==> config.mk <==
export PLATFORM = sky130hd
export DESIGN_NAME = int_ctrl
export DESIGN_NICKNAME = d
export VERILOG_FILES = /design/src/rtl/int_ctrl.sv
export SDC_FILE = /design/constraint.sdc
export NUM_CORES = 1
export LEC_CHECK = 0
export CAP_MARGIN = 10
export CORE_ASPECT_RATIO = 1.25
export CORE_MARGIN = 4
export CORE_UTILIZATION = 37
export DETAILED_ROUTE_END_ITERATION = 10
export HOLD_SLACK_MARGIN = 0.05
export PLACE_DENSITY = 0.85
export SLEW_MARGIN = 20
export SYNTH_ARGS = -nofsm -noshare
export SYNTH_HDL_FRONTEND = slang
export SYNTH_SLANG_ARGS = --single-unit
==> constraint.sdc <==
create_clock -name clk -period 2.9 [get_ports clk]
set_clock_uncertainty 0.05 [all_clocks]
set_input_delay 0.29 -clock clk [delete_from_list [all_inputs] [get_ports clk]]
set_output_delay 0.29 -clock clk [all_outputs]
set_load 0.01 [all_outputs]
==> src/rtl/int_ctrl.sv <==
// int_ctrl: memory-mapped interrupt controller.
// Pends device interrupt lines (edge or level), masks them, applies a global
// enable and presents a registered, lowest-index-wins request/vector to CP0.
module int_ctrl #(
  parameter int N_SRC = 6
) (
  input  logic             clk,
  input  logic             reset,
  input  logic [N_SRC-1:0] irq_in,
  input  logic [31:0]      DEV_Addr,
  input  logic [31:0]      DEV_WD,
  input  logic             DEV_WE,
  output logic [31:0]      DEV_RD,
  input  logic             int_ack,
  output logic [N_SRC-1:0] hw_int,
  output logic             int_req,
  output logic [3:0]       int_id
);

  localparam logic [1:0] A_MASK = 2'b00;
  localparam logic [1:0] A_PEND = 2'b01;
  localparam logic [1:0] A_CTRL = 2'b10;
  localparam logic [1:0] A_STAT = 2'b11;

  logic [N_SRC-1:0] mask_q, mask_d;
  logic [N_SRC-1:0] pend_q, pend_d;
  logic             gen_q, gen_d;
  logic             edge_q, edge_d;
  logic [N_SRC-1:0] irq_s_q, irq_d_q;
  logic [N_SRC-1:0] hw_int_q, hw_int_d;
  logic             int_req_q, int_req_d;
  logic [3:0]       int_id_q, int_id_d;

  logic [1:0]       addr;
  logic [N_SRC-1:0] clr;
  logic [N_SRC-1:0] visible;

  // Only the register select bits and the low data bits carry meaning here.
  logic unused_bits;
  assign unused_bits = ^{DEV_Addr[31:4], DEV_Addr[1:0], DEV_WD[31:N_SRC]};

  assign addr = DEV_Addr[3:2];

  // Clear vector: software W1C plus the source CP0 just took (only if a request was up).
  always_comb begin
    clr = '0;
    if (DEV_WE && addr == A_PEND) clr = DEV_WD[N_SRC-1:0];
    if (int_ack && int_req_q) begin
      for (int i = 0; i < N_SRC; i++)
        if (int_id_q == 4'(i)) clr[i] = 1'b1;
    end
  end

  // Next-state for config, pending and the registered CP0 view.
  always_comb begin
    mask_d = mask_q;
    gen_d  = gen_q;
    edge_d = edge_q;
    if (DEV_WE && addr == A_MASK) mask_d = DEV_WD[N_SRC-1:0];
    if (DEV_WE && addr == A_CTRL) begin
      gen_d  = DEV_WD[0];
      edge_d = DEV_WD[1];
    end
    // A new rising edge beats a same-cycle clear; level mode just tracks the line.
    pend_d = edge_q ? ((pend_q & ~clr) | (irq_s_q & ~irq_d_q)) : irq_s_q;

    visible   = gen_q ? (pend_q & mask_q) : '0;
    hw_int_d  = visible;
    int_req_d = |visible;
    int_id_d  = 4'hF;
    for (int i = N_SRC - 1; i >= 0; i--)
      if (visible[i]) int_id_d = 4'(i);
  end

  // State register with synchronous active-low reset.
  always_ff @(posedge clk) begin
    if (!reset) begin
      mask_q    <= '0;
      pend_q    <= '0;
      gen_q     <= 1'b0;
      edge_q    <= 1'b0;
      irq_s_q   <= '0;
      irq_d_q   <= '0;
      hw_int_q  <= '0;
      int_req_q <= 1'b0;
      int_id_q  <= 4'hF;
    end else begin
      mask_q    <= mask_d;
      pend_q    <= pend_d;
      gen_q     <= gen_d;
      edge_q    <= edge_d;
      irq_s_q   <= irq_in;
      irq_d_q   <= irq_s_q;
      hw_int_q  <= hw_int_d;
      int_req_q <= int_req_d;
      int_id_q  <= int_id_d;
    end
  end

  // Combinational register read mux.
  always_comb begin
    DEV_RD = '0;
    case (addr)
      A_MASK: DEV_RD = 32'(mask_q);
      A_PEND: DEV_RD = 32'(pend_q);
      A_CTRL: DEV_RD = {30'b0, edge_q, gen_q};
      A_STAT: DEV_RD = {int_req_q, 23'b0, 4'b0, int_id_q};
      default: DEV_RD = '0;
    endcase
  end

  assign hw_int  = hw_int_q;
  assign int_req = int_req_q;
  assign int_id  = int_id_q;

endmodule

* Word-level counts from Yosys, hierarchy flattened
Cells that the tools add are included.
Storage, ports and cells: register bits after elaboration 37, output and inout port bits 43, word-level logic and storage cells 47
Cells by class: equal/unequal tests 8, muxes and demuxes 17, bitwise gates (word level) 6, reductions and logical operators 7
Operator list (number):
- 32-bit case mux with 4 select lines | 1
- 4-bit 2-to-1 mux | 6
- 6-bit 2-to-1 mux | 4
- 6-bit AND | 3
- 6-bit NOT | 2
- 4-bit by 2-bit == test with 1-bit output (second input constant) | 2
- 4-bit by 3-bit == test with 1-bit output (second input constant) | 2
- 1-bit 2-to-1 mux | 6
- 6-bit OR | 1
- 6-bit OR reduction | 1
- 2-bit == test (second input constant) | 2
- 4-bit by 1-bit == test with 1-bit output (second input constant) | 1
- 1-bit logical AND | 4
- 4-bit zero test | 1
- 2-bit by 1-bit == test with 1-bit output (second input constant) | 1
- 2-bit zero test | 1

* Depth between registers and ports, before layout
Gate-level depths: netlist of run 1.
depth in word-level cells 9, gate-level depth with buffers 4, depth with buffers taken out 3

* Worst setup path before layout of run 1
OpenSTA, ideal clock, no wires.
path type input to output, start in DEV_Addr[3], end out DEV_RD[0], data arrival time 1.004 ns, required time 2.560 ns, slack 1.556 ns, cell stages on the path 2, path buffers 1, cell sequence buf_2 mux4_2
Between the ends: longest elaborated chain between the ends 2, elaborated cells on any way between the ends 5, those cells by class eq/ne: 3; mux: 1; reduce/logical: 1
Ends and longest elaborated chain:
- start: declaration | RTL line 10 | input logic [31:0] DEV_Addr,
- 2-bit == test (tied with other cells) | RTL line 103 | case (addr)
- 32-bit case mux with 4 select lines (*) | RTL line 103
- end: declaration | RTL line 13 | output logic [31:0] DEV_RD,
Every way passes the cells marked *; elsewhere a longest branch is shown, timed or not. The select of a mux whose other input is x is not followed.

* Final worst setup path of run 1
start in DEV_Addr[2], end out DEV_RD[3]
The elaborated chain is that of the path after synthesis.

==> results of run 1 <==
-- state kept, by name, summed over array words and instances (netlist names), 4 cells and up --
name     cells
irq_s_q      6
hw_int       6
mask_q       6
irq_d_q      6
int_id       4
pend_q       6
-- Yosys cell counts --
library cell               number
sky130_fd_sc_hd__nand4b_1       2
sky130_fd_sc_hd__mux2i_1       12
sky130_fd_sc_hd__buf_4         26
sky130_fd_sc_hd__and3_1         1
sky130_fd_sc_hd__nor3b_2        1
sky130_fd_sc_hd__clkbuf_2       1
sky130_fd_sc_hd__conb_1         1
sky130_fd_sc_hd__o21bai_1       1
sky130_fd_sc_hd__mux4_2         2
sky130_fd_sc_hd__clkbuf_1       2
sky130_fd_sc_hd__a32oi_1        1
sky130_fd_sc_hd__nor3b_4        1
sky130_fd_sc_hd__dfxtp_1       37
sky130_fd_sc_hd__a22o_1         2
sky130_fd_sc_hd__a41o_1         6
sky130_fd_sc_hd__a21oi_1        1
sky130_fd_sc_hd__a21boi_0       6
sky130_fd_sc_hd__nand2b_1       1
sky130_fd_sc_hd__nand4_1        2
sky130_fd_sc_hd__and2_1        13
sky130_fd_sc_hd__a32o_1         1
sky130_fd_sc_hd__nor2_1         8
sky130_fd_sc_hd__nand3_1        3
sky130_fd_sc_hd__nand3b_1       2
sky130_fd_sc_hd__o21ai_0        2
sky130_fd_sc_hd__nand2_1       14
sky130_fd_sc_hd__buf_2          2
sky130_fd_sc_hd__a41oi_1        1
sky130_fd_sc_hd__nor2b_1       11
sky130_fd_sc_hd__and3b_1        1
-- logic make-up (layout without fill, tap and decap cells) --
kind of cell | count (synthesis) | in the layout
compound gates | 21 | 21
buf+inv | 31 | 45
flops | 37 | 37
mux | 14 | 14
other cells | 1 | 25
simple gates | 60 | 60
-- per-stage QoR --
stage	power [mW]	cell area, sq um	worst slack [ns]	instances	hold WS (ns)
after global routing	1.02	2030	0.359	258	0.409
after floorplan	0.625	1740	1.56	188	0.362
final	0.964	2030	0.482	258	0.395
after detailed placement	0.646	1950	0.456	250	0.384
after CTS	0.978	2030	0.442	258	0.399
after global placement	0.644	1950	0.476	250	0.380
-- worst max-delay path, delay by kind of cell --
family | cells | cell delay (ns)
AO/OA/AOI/OAI | 1 | 0.23
buffers and inverters | 2 | 1.41
multiplexers | 1 | 0.14
-- how the worst min path moves through the flow --
stage                          start                    end  slack [ns]  depth (start not counted)
2_1_floorplan              irq_in[4]  irq_s_q[4]$_SDFF_PN0_        0.36                          1
3_3_place_gp   irq_s_q[1]$_SDFF_PN0_  irq_d_q[1]$_SDFF_PN0_        0.38                          1
3_5_place_dp   irq_s_q[1]$_SDFF_PN0_  irq_d_q[1]$_SDFF_PN0_        0.38                          1
4_1_cts        irq_s_q[1]$_SDFF_PN0_  irq_d_q[1]$_SDFF_PN0_        0.40                          1
5_1_grt        irq_s_q[0]$_SDFF_PN0_  irq_d_q[0]$_SDFF_PN0_        0.41                          1
6_report       irq_s_q[1]$_SDFF_PN0_  irq_d_q[1]$_SDFF_PN0_        0.39                          1
-- layer usage --
layer,vias to the layer above,part of all wire (%),routed length (um)
li1,595,-,-
met1,519,40,1240
met2,48,51,1610
met3,6,7.8,246
met4,0,1.3,42
met5,-,0,0
-- power breakdown --
| group | total (mW) | switching (mW) | internal, mW |
|---|---|---|---|
| logic | 0.102 | 0.0486 | 0.0533 |
| registers | 0.533 | 0.00999 | 0.523 |
| clock network | 0.329 | 0.158 | 0.170 |
-- layout make-up --
class	count	area [sq um]	share of cell area, %
Sequential cell	37	741	36.4
Multi-Input combinational cell	120	777	38.2
Timing Repair Buffer	37	365	18.0
Tap cell	56	70.1	3.45
Clock buffer	8	80.1	3.94
==> implementation parameters, run 1 <==
Parameter                              Value

Routing
  Final wirelength    3140 um
  Average wire per cell in the routed design    12.2 um
  Mean number of vias per cell    4.53
  First DRT Iteration DRCs    154
  Number of vias in the routed layout    1,168
  Number of remaining DRC errors    0
  Number of routed nets with antenna violations    0
  First-pass iteration count of the detailed router    4

Yosys
  Seq/Total Area, Yosys    45.0%
  Leading post-synthesis cells by cell area    sky130_fd_sc_hd__dfxtp_1 45%, sky130_fd_sc_hd__buf_4 12%, sky130_fd_sc_hd__mux2i_1 7.3%
  Simple-gate portion of the synthesized area    21.0%
  Synth warn    0
  Mean Syn Cell Area    10.0 sq um
  Flip-flop and latch count after synthesis    37
  Dominant combinational cell family by area after synthesis    simple AND/OR/NAND/NOR gates
  Area share of xor/xnor cells in the synthesized design    0%
  Top-area cell type share of the netlist area    45.0%
  Post-synthesis compound-gate area fraction    10.5%
  Cell count after synthesis    164
  Count of cell types in the netlist    30
  Adder-cell share of the synthesized area    0%
  Netlist area before placement    0.00165 sq mm
  Proportion of synthesized area in mux cells    10.0%
  Post-synthesis cell type with the largest combined area    sky130_fd_sc_hd__dfxtp_1

GRT
  Peak-usage layer in the global routing report    met2
  Overall track demand over capacity in global routing    12.2%
  Initial antenna violation count    0
  Routing usage on met3    4.60%
  Total congestion overflow after global routing    0
  Via count of the first global-routing pass    1,051
  Largest net degree at the start of global routing    16
  M1 GR Usage    12.9%
  Met2 Use GR    20.3%
  Wire length of the first global-routing pass    4900 um

STA
  Final setup violation count    0
  Final hold violations    0
  Slew @ Worst Pin    0.575 ns
  Highest attainable clock frequency    0.414 GHz
  Fin. max-slew vios    0
  Setup TNS after final layout    0 ns
  Share of the cycle needed by the critical path after routing    83.4%
  Min Tclk post-route    2.42 ns
  Unrepaired setup endpoints after global routing    false
  Slew headroom    61.5%

Final layout
  Utilization of the core after routing    48.4%
  # fillers    391
  Commonest cells after routing, fill and taps aside    37 x sky130_fd_sc_hd__dfxtp_1, 35 x sky130_fd_sc_hd__clkdlybuf4s50_1, 25 x sky130_fd_sc_hd__conb_1
  Fraction of layout cells with a size suffix above 1    5.45%
  Diodes inserted    0
  Commonest non-fill, non-tap cell in the layout    sky130_fd_sc_hd__dfxtp_1
  Final net count    275
  Area overhead of the layout relative to synthesis    23.6%

Run status
  Result of the run    completed

CTS
  Clk slew on worst S/H paths    0.06 ns
  Clock tree sinks    37
  CTS tree    done
  Clock buffers created by TritonCTS    5
  Cells resized by post-CTS repair    0
  Level count of the clock H-tree    2
  Hold bufs inserted after CTS    0
  Root Buffer Master    sky130_fd_sc_hd__clkbuf_8
  Post-CTS Repair Setup Buffers    0
  Insertion delay to the later sink of the worst-skew pair    0.28 ns
  Number of buffers between clock root and the deepest sink    2

Setup path
  Crit-path slowest cell    sky130_fd_sc_hd__clkdlybuf4s50_1
  Data required time at the worst endpoint    2.56 ns
  Reg2reg path depth    3
  Stage delay of the slowest cell on the critical path    0.83 ns
  Reg2reg setup slack    1.69 ns
  Data arrival time at the worst-slack endpoint    2.08 ns
  CP startpoint kind    primary input
  Worst setup startpoint    DEV_Addr[2]
  FF-to-FF End    int_id[3]$_SDFF_PN1_
  Critical path, cell by cell    clkdlybuf4s50_1 > mux2i_1 > o21ai_0 > clkdlybuf4s50_1
  Endpoint of the most critical setup path    DEV_RD[3]
  Highest net fanout along the worst path    12
  Crit Reg-Reg Startpoint    gen_q$_SDFFE_PN0P_
  Setup crit end kind    output port
  Most frequent CP cell    sky130_fd_sc_hd__clkdlybuf4s50_1
  Worst setup path category    in -> out

Placement
  Last weighted congestion value of the routability-driven placer    0.875
  Count of input and output buffers    35
  DPL Wire Length    2460 um

Die
  Row count    26
  DIE HEIGHT    82.6 um
  Floorplan die area    0.00558 sq mm
  Placeable Area    0.00420 sq mm
  Starting Density    39.2%
  Ports    117
  Horizontal extent of the die    67.6 um

Run
  Maxcap violations    0

Pwr
  Total power divided by cell area    474 mW/mm^2
  Reported leakage power    0.822 nW
  Worst voltage drop across the vdd grid    0.247 mV

Hold path
  Hold Path Class    reg -> reg
(Power assumes the default switching activity.)
==> run 2: changes to the inputs <==
--- a/config.mk
+++ b/config.mk
@@ -8,10 +8,10 @@
 export CAP_MARGIN = 10
 export CORE_ASPECT_RATIO = 1.25
 export CORE_MARGIN = 4
-export CORE_UTILIZATION = 37
+export CORE_UTILIZATION = 35
 export DETAILED_ROUTE_END_ITERATION = 10
 export HOLD_SLACK_MARGIN = 0.05
-export PLACE_DENSITY = 0.85
+export PLACE_DENSITY = 0.81
 export SLEW_MARGIN = 20
 export SYNTH_ARGS = -nofsm -noshare
 export SYNTH_HDL_FRONTEND = slang
==> constraint.sdc (replaced) <==
create_clock -name clk -period 2.41 [get_ports clk]
set_clock_uncertainty 0.05 [all_clocks]
set_input_delay 0.241 -clock clk [delete_from_list [all_inputs] [get_ports clk]]
set_output_delay 0.241 -clock clk [all_outputs]
set_load 0.01 [all_outputs]
==> run 2 against run 1 <==
Sequential cell count stayed put. Final cell count up 1.9%. Core utilization decreased by 1.4 points. Combinational power is 24% higher. Critical path depth decreased by 1. Count of clock-buffer cells in the layout is 3 lower. Sequential share of layout area shrank 1.4 points. Worst setup slack worse by 0.26 ns. Highest routed layer unchanged. Register-to-register slack got worse by 0.50 ns. Worst hold slack improved by 0.0018 ns. Total power rose by 44%. Largest cell class unchanged.
==> implementation parameters, run 2 (synthesized netlist as in run 1, its figures left out) <==
Parameter                              Value

STA
  Final hold violations    0
  Highest attainable clock frequency    0.456 GHz
  Share of the cycle needed by the critical path after routing    91.0%
  Unrepaired setup endpoints after global routing    false
  Setup TNS after final layout    0 ns
  Fin. max-slew vios    0
  Min Tclk post-route    2.19 ns
  Final setup violation count    0

Setup path
  Number of gates on the worst path with buffers counted    3
  Crit-path slowest cell    sky130_fd_sc_hd__clkdlybuf4s50_1
  Stage delay of the slowest cell on the critical path    0.77 ns
  CP bufs+invs    2
  Most frequent CP cell    sky130_fd_sc_hd__clkdlybuf4s50_1
  Worst setup path category    in -> out
  Data required time at the worst endpoint    2.12 ns
  Cell family with most CP delay    buffers and inverters
  Reg2reg path depth    3
  Reg2reg setup slack    1.19 ns
  Highest net fanout along the worst path    11
  Setup crit end kind    output port
  Data arrival time at the worst-slack endpoint    1.90 ns
  CP startpoint kind    primary input
  Critical path, cell by cell    clkdlybuf4s50_1 > mux4_2 > clkdlybuf4s50_1

Die
  Starting Density    36.6%
  Horizontal extent of the die    69.3 um
  DIE HEIGHT    84.7 um
  Placeable Area    0.00449 sq mm
  Row count    27
  Ports    117
  Floorplan die area    0.00587 sq mm

Routing
  First-pass iteration count of the detailed router    4
  Average wire per cell in the routed design    12.1 um
  Final wirelength    3190 um
  Number of vias in the routed layout    1,188
  First DRT Iteration DRCs    97
  Mean number of vias per cell    4.52
  Number of remaining DRC errors    0
  Number of routed nets with antenna violations    0

Final layout
  Commonest non-fill, non-tap cell in the layout    sky130_fd_sc_hd__dfxtp_1
  Area overhead of the layout relative to synthesis    28.4%
  Commonest cells after routing, fill and taps aside    37 x sky130_fd_sc_hd__dfxtp_1, 35 x sky130_fd_sc_hd__clkdlybuf4s50_1, 25 x sky130_fd_sc_hd__conb_1
  Final net count    278
  # fillers    442
  Utilization of the core after routing    47.0%
  Fraction of layout cells with a size suffix above 1    8.29%
  Diodes inserted    0

Placement
  Count of input and output buffers    35
  Last weighted congestion value of the routability-driven placer    0.888
  DPL Wire Length    2550 um

Hold path
  Number of stages on the worst hold path    1
  Hold Path Class    reg -> reg

GRT
  Largest net degree at the start of global routing    17
  Initial antenna violation count    0
  Wire length of the first global-routing pass    5060 um
  Total congestion overflow after global routing    0
  Via count of the first global-routing pass    1,068
  Overall track demand over capacity in global routing    11.1%

Pwr
  Reported leakage power    0.865 nW
  Internal portion of total power    1.11 mW
  Sw power    283 uW
  Worst voltage drop across the vdd grid    0.337 mV
  Net switching fraction of the power    20.3%
  Sequential power share    46.2%
  Comb pwr share    9.1%
  Total power divided by cell area    658 mW/mm^2
  Tot Pwr    1.39 mW
  Share of power burned in the clock network    44.8%

CTS
  Number of buffers between clock root and the deepest sink    2
  CTS tree    done
  Clock tree sinks    37
  Clock buffers created by TritonCTS    5
  Cells resized by post-CTS repair    0
  Insertion delay to the later sink of the worst-skew pair    0.29 ns
  Hold bufs inserted after CTS    0
  Post-CTS Repair Setup Buffers    0
  Level count of the clock H-tree    2
  Clk slew on worst S/H paths    0.07 ns
  Root Buffer Master    sky130_fd_sc_hd__clkbuf_8

Run status
  Result of the run    completed

Run
  Maxcap violations    0
## run 2: changes by cell type in the layout (fill, tap and decap cells not counted), sizes merged
cell	before	now
bufinv	0	2
clkbuf	8	5
clkinv	0	1
buf	2	5
## run 2: power by group through the flow
stage,logic (mW),registers [mW],clock network (mW)
2_1_floorplan,0.0998,0.652,0
3_3_place_gp,0.125,0.654,0
3_5_place_dp,0.126,0.656,0
4_1_cts,0.127,0.641,0.642
5_1_grt,0.138,0.644,0.655
6_report,0.126,0.642,0.623
## run 2: layer usage
metal / track usage (%) / vias up / share of wire (%)
li1: - / 599 / -
met1: 12.0 / 517 / 39
met2: 18.1 / 61 / 48
met3: 5.27 / 11 / 10
met4: 5.86 / 0 / 2.7
met5: 0 / - / 0
## run 2: per-stage QoR
stage / cells / area, sq um / hold slack [ns] / worst slack, ns
2_1_floorplan: 188 / 1740 / 0.313 / 1.16
3_3_place_gp: 255 / 1980 / 0.380 / 0.215
3_5_place_dp: 255 / 1980 / 0.386 / 0.200
4_1_cts: 263 / 2110 / 0.402 / 0.203
5_1_grt: 263 / 2110 / 0.423 / 0.136
6_report: 263 / 2110 / 0.396 / 0.217
## run 2: path summary, 6_finish.rpt
| check | start | end |
|---|---|---|
| worst max-delay path | DEV_Addr[2] | DEV_RD[1] |
| worst min register to register | irq_s_q[1]$_SDFF_PN0_ | irq_d_q[1]$_SDFF_PN0_ |
| worst min-delay path | irq_s_q[1]$_SDFF_PN0_ | irq_d_q[1]$_SDFF_PN0_ |
| worst max register to register | int_req$_SDFF_PN0_ | pend_q[0]$_SDFF_PN0_ |
## run 2: worst register-to-register path: cells and delay by family (launching register included)
| kind | cells | cell delay [ns] |
|---|---|---|
| simple gates | 2 | 0.46 |
| flops | 1 | 0.36 |
| compound gates | 1 | 0.25 |
## run 2: final cells by class
| type | instances | area [sq um] | area share (%) |
|---|---|---|---|
| repair buffers | 40 | 388 | 18.4 |
| flip-flops and latches | 37 | 741 | 35.1 |
| multi-input cells | 120 | 777 | 36.8 |
| well taps | 58 | 72.6 | 3.44 |
| clock buffers | 5 | 68.8 | 3.26 |
| clock inverters | 3 | 65.1 | 3.08 |
==> run 3: changes to the inputs <==
--- a/config.mk
+++ b/config.mk
@@ -12,6 +12,7 @@
 export DETAILED_ROUTE_END_ITERATION = 10
 export HOLD_SLACK_MARGIN = 0.05
 export PLACE_DENSITY = 0.81
+export SETUP_SLACK_MARGIN = 0.2
 export SLEW_MARGIN = 20
 export SYNTH_ARGS = -nofsm -noshare
 export SYNTH_HDL_FRONTEND = slang
==> run 3 against run 2 <==
Critical path depth decreased by 1. Count of clock-buffer cells in the layout unchanged. Total power hardly changed. Sequential cell count stayed put. Register-to-register slack hardly changed. Design area increased by 0.24%. First-iteration DRC count decreased by 1.0%. Core utilization grew 0.11 points. Final cell count did not move. Sequential share of layout area decreased by 0.083 points. Sequential power is essentially flat. Non-clock buffer count did not move. Critical path type is now reg -> out. Largest cell class unchanged.
==> implementation parameters, run 3 (synthesized netlist as in run 1, its figures left out) <==
Parameter                              Value

Run
  Maxcap violations    0

GRT
  Wire length of the first global-routing pass    5060 um
  Total congestion overflow after global routing    0
  Via count of the first global-routing pass    1,068
  M1 GR Usage    12.0%
  Largest net degree at the start of global routing    17
  Peak-usage layer in the global routing report    met2
  Overall track demand over capacity in global routing    11.1%
  Initial antenna violation count    0
  Routing usage on met3    5.27%
  Met2 Use GR    18.1%

STA
  Final setup violation count    0
  Unrepaired setup endpoints after global routing    false
  Final hold violations    0
  Min Tclk post-route    1.96 ns
  Setup TNS after final layout    0 ns
  Fin. max-slew vios    0
  Highest attainable clock frequency    0.511 GHz
  Share of the cycle needed by the critical path after routing    81.2%

Setup path
  Critical path, cell by cell    mux4_2 > clkdlybuf4s50_1
  Data arrival time at the worst-slack endpoint    1.67 ns
  Cell family with most CP delay    multiplexers
  Reg2reg path depth    3
  Data required time at the worst endpoint    2.12 ns
  CP bufs+invs    1
  Setup crit end kind    output port
  Crit-path slowest cell    sky130_fd_sc_hd__mux4_2
  CP startpoint kind    flop
  Worst setup path category    reg -> out
  Highest net fanout along the worst path    8
  Number of gates on the worst path with buffers counted    2
  Stage delay of the slowest cell on the critical path    0.50 ns

CTS
  Root Buffer Master    sky130_fd_sc_hd__clkbuf_8
  Clock buffers created by TritonCTS    5
  Hold bufs inserted after CTS    0
  Insertion delay to the later sink of the worst-skew pair    0.29 ns
  CTS tree    done
  Post-CTS Repair Setup Buffers    0
  Clk slew on worst S/H paths    0.07 ns
  Clock tree sinks    37
  Number of buffers between clock root and the deepest sink    2
  Level count of the clock H-tree    2
  Cells resized by post-CTS repair    0

Pwr
  Total power divided by cell area    657 mW/mm^2
  Reported leakage power    0.884 nW
  Worst voltage drop across the vdd grid    0.337 mV

Die
  Ports    117
  Row count    27
  Placeable Area    0.00449 sq mm
  Starting Density    36.6%
  DIE HEIGHT    84.7 um
  Floorplan die area    0.00587 sq mm
  Horizontal extent of the die    69.3 um

Routing
  First-pass iteration count of the detailed router    4
  Mean number of vias per cell    4.50
  Number of routed nets with antenna violations    0
  Number of remaining DRC errors    0
  Number of vias in the routed layout    1,183
  Average wire per cell in the routed design    12.1 um
  Final wirelength    3180 um
  First DRT Iteration DRCs    96

Final layout
  Final net count    278
  Diodes inserted    0
  Cell Count, Final, Fillers Out    263
  Commonest non-fill, non-tap cell in the layout    sky130_fd_sc_hd__dfxtp_1
  # fillers    440
  Fraction of layout cells with a size suffix above 1    8.29%
  Commonest cells after routing, fill and taps aside    37 x sky130_fd_sc_hd__dfxtp_1, 33 x sky130_fd_sc_hd__clkdlybuf4s50_1, 25 x sky130_fd_sc_hd__conb_1
  Utilization of the core after routing    47.1%
  Area overhead of the layout relative to synthesis    28.7%

Run status
  Result of the run    completed

Placement
  DPL Wire Length    2550 um
  Count of input and output buffers    35
  Last weighted congestion value of the routability-driven placer    0.888
  Post-Place Cells    255

Hold path
  Hold Path Class    reg -> reg
  Number of stages on the worst hold path    1
==> run 3: changes by cell type in the layout (fill, tap and decap cells not counted), sizes merged <==
| cell | previous run | this run |
|---|---|---|
| clkdlybuf4s50 | 35 | 33 |
| dlymetal6s2s | 0 | 2 |
==> run 3: through the flow <==
stage	hold WS [ns]	total power [mW]	cell area [sq um]	worst slack, ns
detailed placement	0.386	0.782	1980	0.200
finish	0.396	1.39	2120	0.452
global placement	0.380	0.779	1980	0.215
floorplan	0.313	0.751	1740	1.16
CTS	0.402	1.41	2110	0.203
global route	0.423	1.44	2120	0.386
==> run 3: power breakdown <==
group,switching [mW],leakage [nW],internal [mW],total (mW)
sequential,0.0120,0.302,0.630,0.642
clock,0.212,0.0681,0.411,0.623
combinational,0.0589,0.513,0.0669,0.126
==> run 3: worst paths after layout <==
check / slack (ns) / start / end
setup reg to reg: 1.19 / int_req$_SDFF_PN0_ / pend_q[0]$_SDFF_PN0_
setup / recovery: 0.45 / int_id[0]$_SDFF_PN1_ / DEV_RD[0]
hold reg to reg: 0.40 / irq_s_q[1]$_SDFF_PN0_ / irq_d_q[1]$_SDFF_PN0_
hold / removal: 0.40 / irq_s_q[1]$_SDFF_PN0_ / irq_d_q[1]$_SDFF_PN0_
==> run 3: final cells by class <==
cell class | count | area, sq um | area share (%)
Sequential cell | 37 | 741 | 35.0
Clock buffer | 5 | 68.8 | 3.25
Clock inverter | 3 | 65.1 | 3.07
Timing Repair Buffer | 40 | 393 | 18.6
Multi-Input combinational cell | 120 | 777 | 36.7
Tap cell | 58 | 72.6 | 3.43
==> run 3: worst reg2reg max path: stages, from the launching register on <==
cell	delay (ns)
sky130_fd_sc_hd__dfxtp_1	0.36
sky130_fd_sc_hd__nor3b_2	0.32
sky130_fd_sc_hd__nand3b_1	0.14
sky130_fd_sc_hd__a41o_1	0.25
==> run 3: routing by layer <==
metal,wire [um],up-vias
met5,0,-
met2,1520,57
met3,313,11
met1,1260,516
met4,87,0
li1,-,599
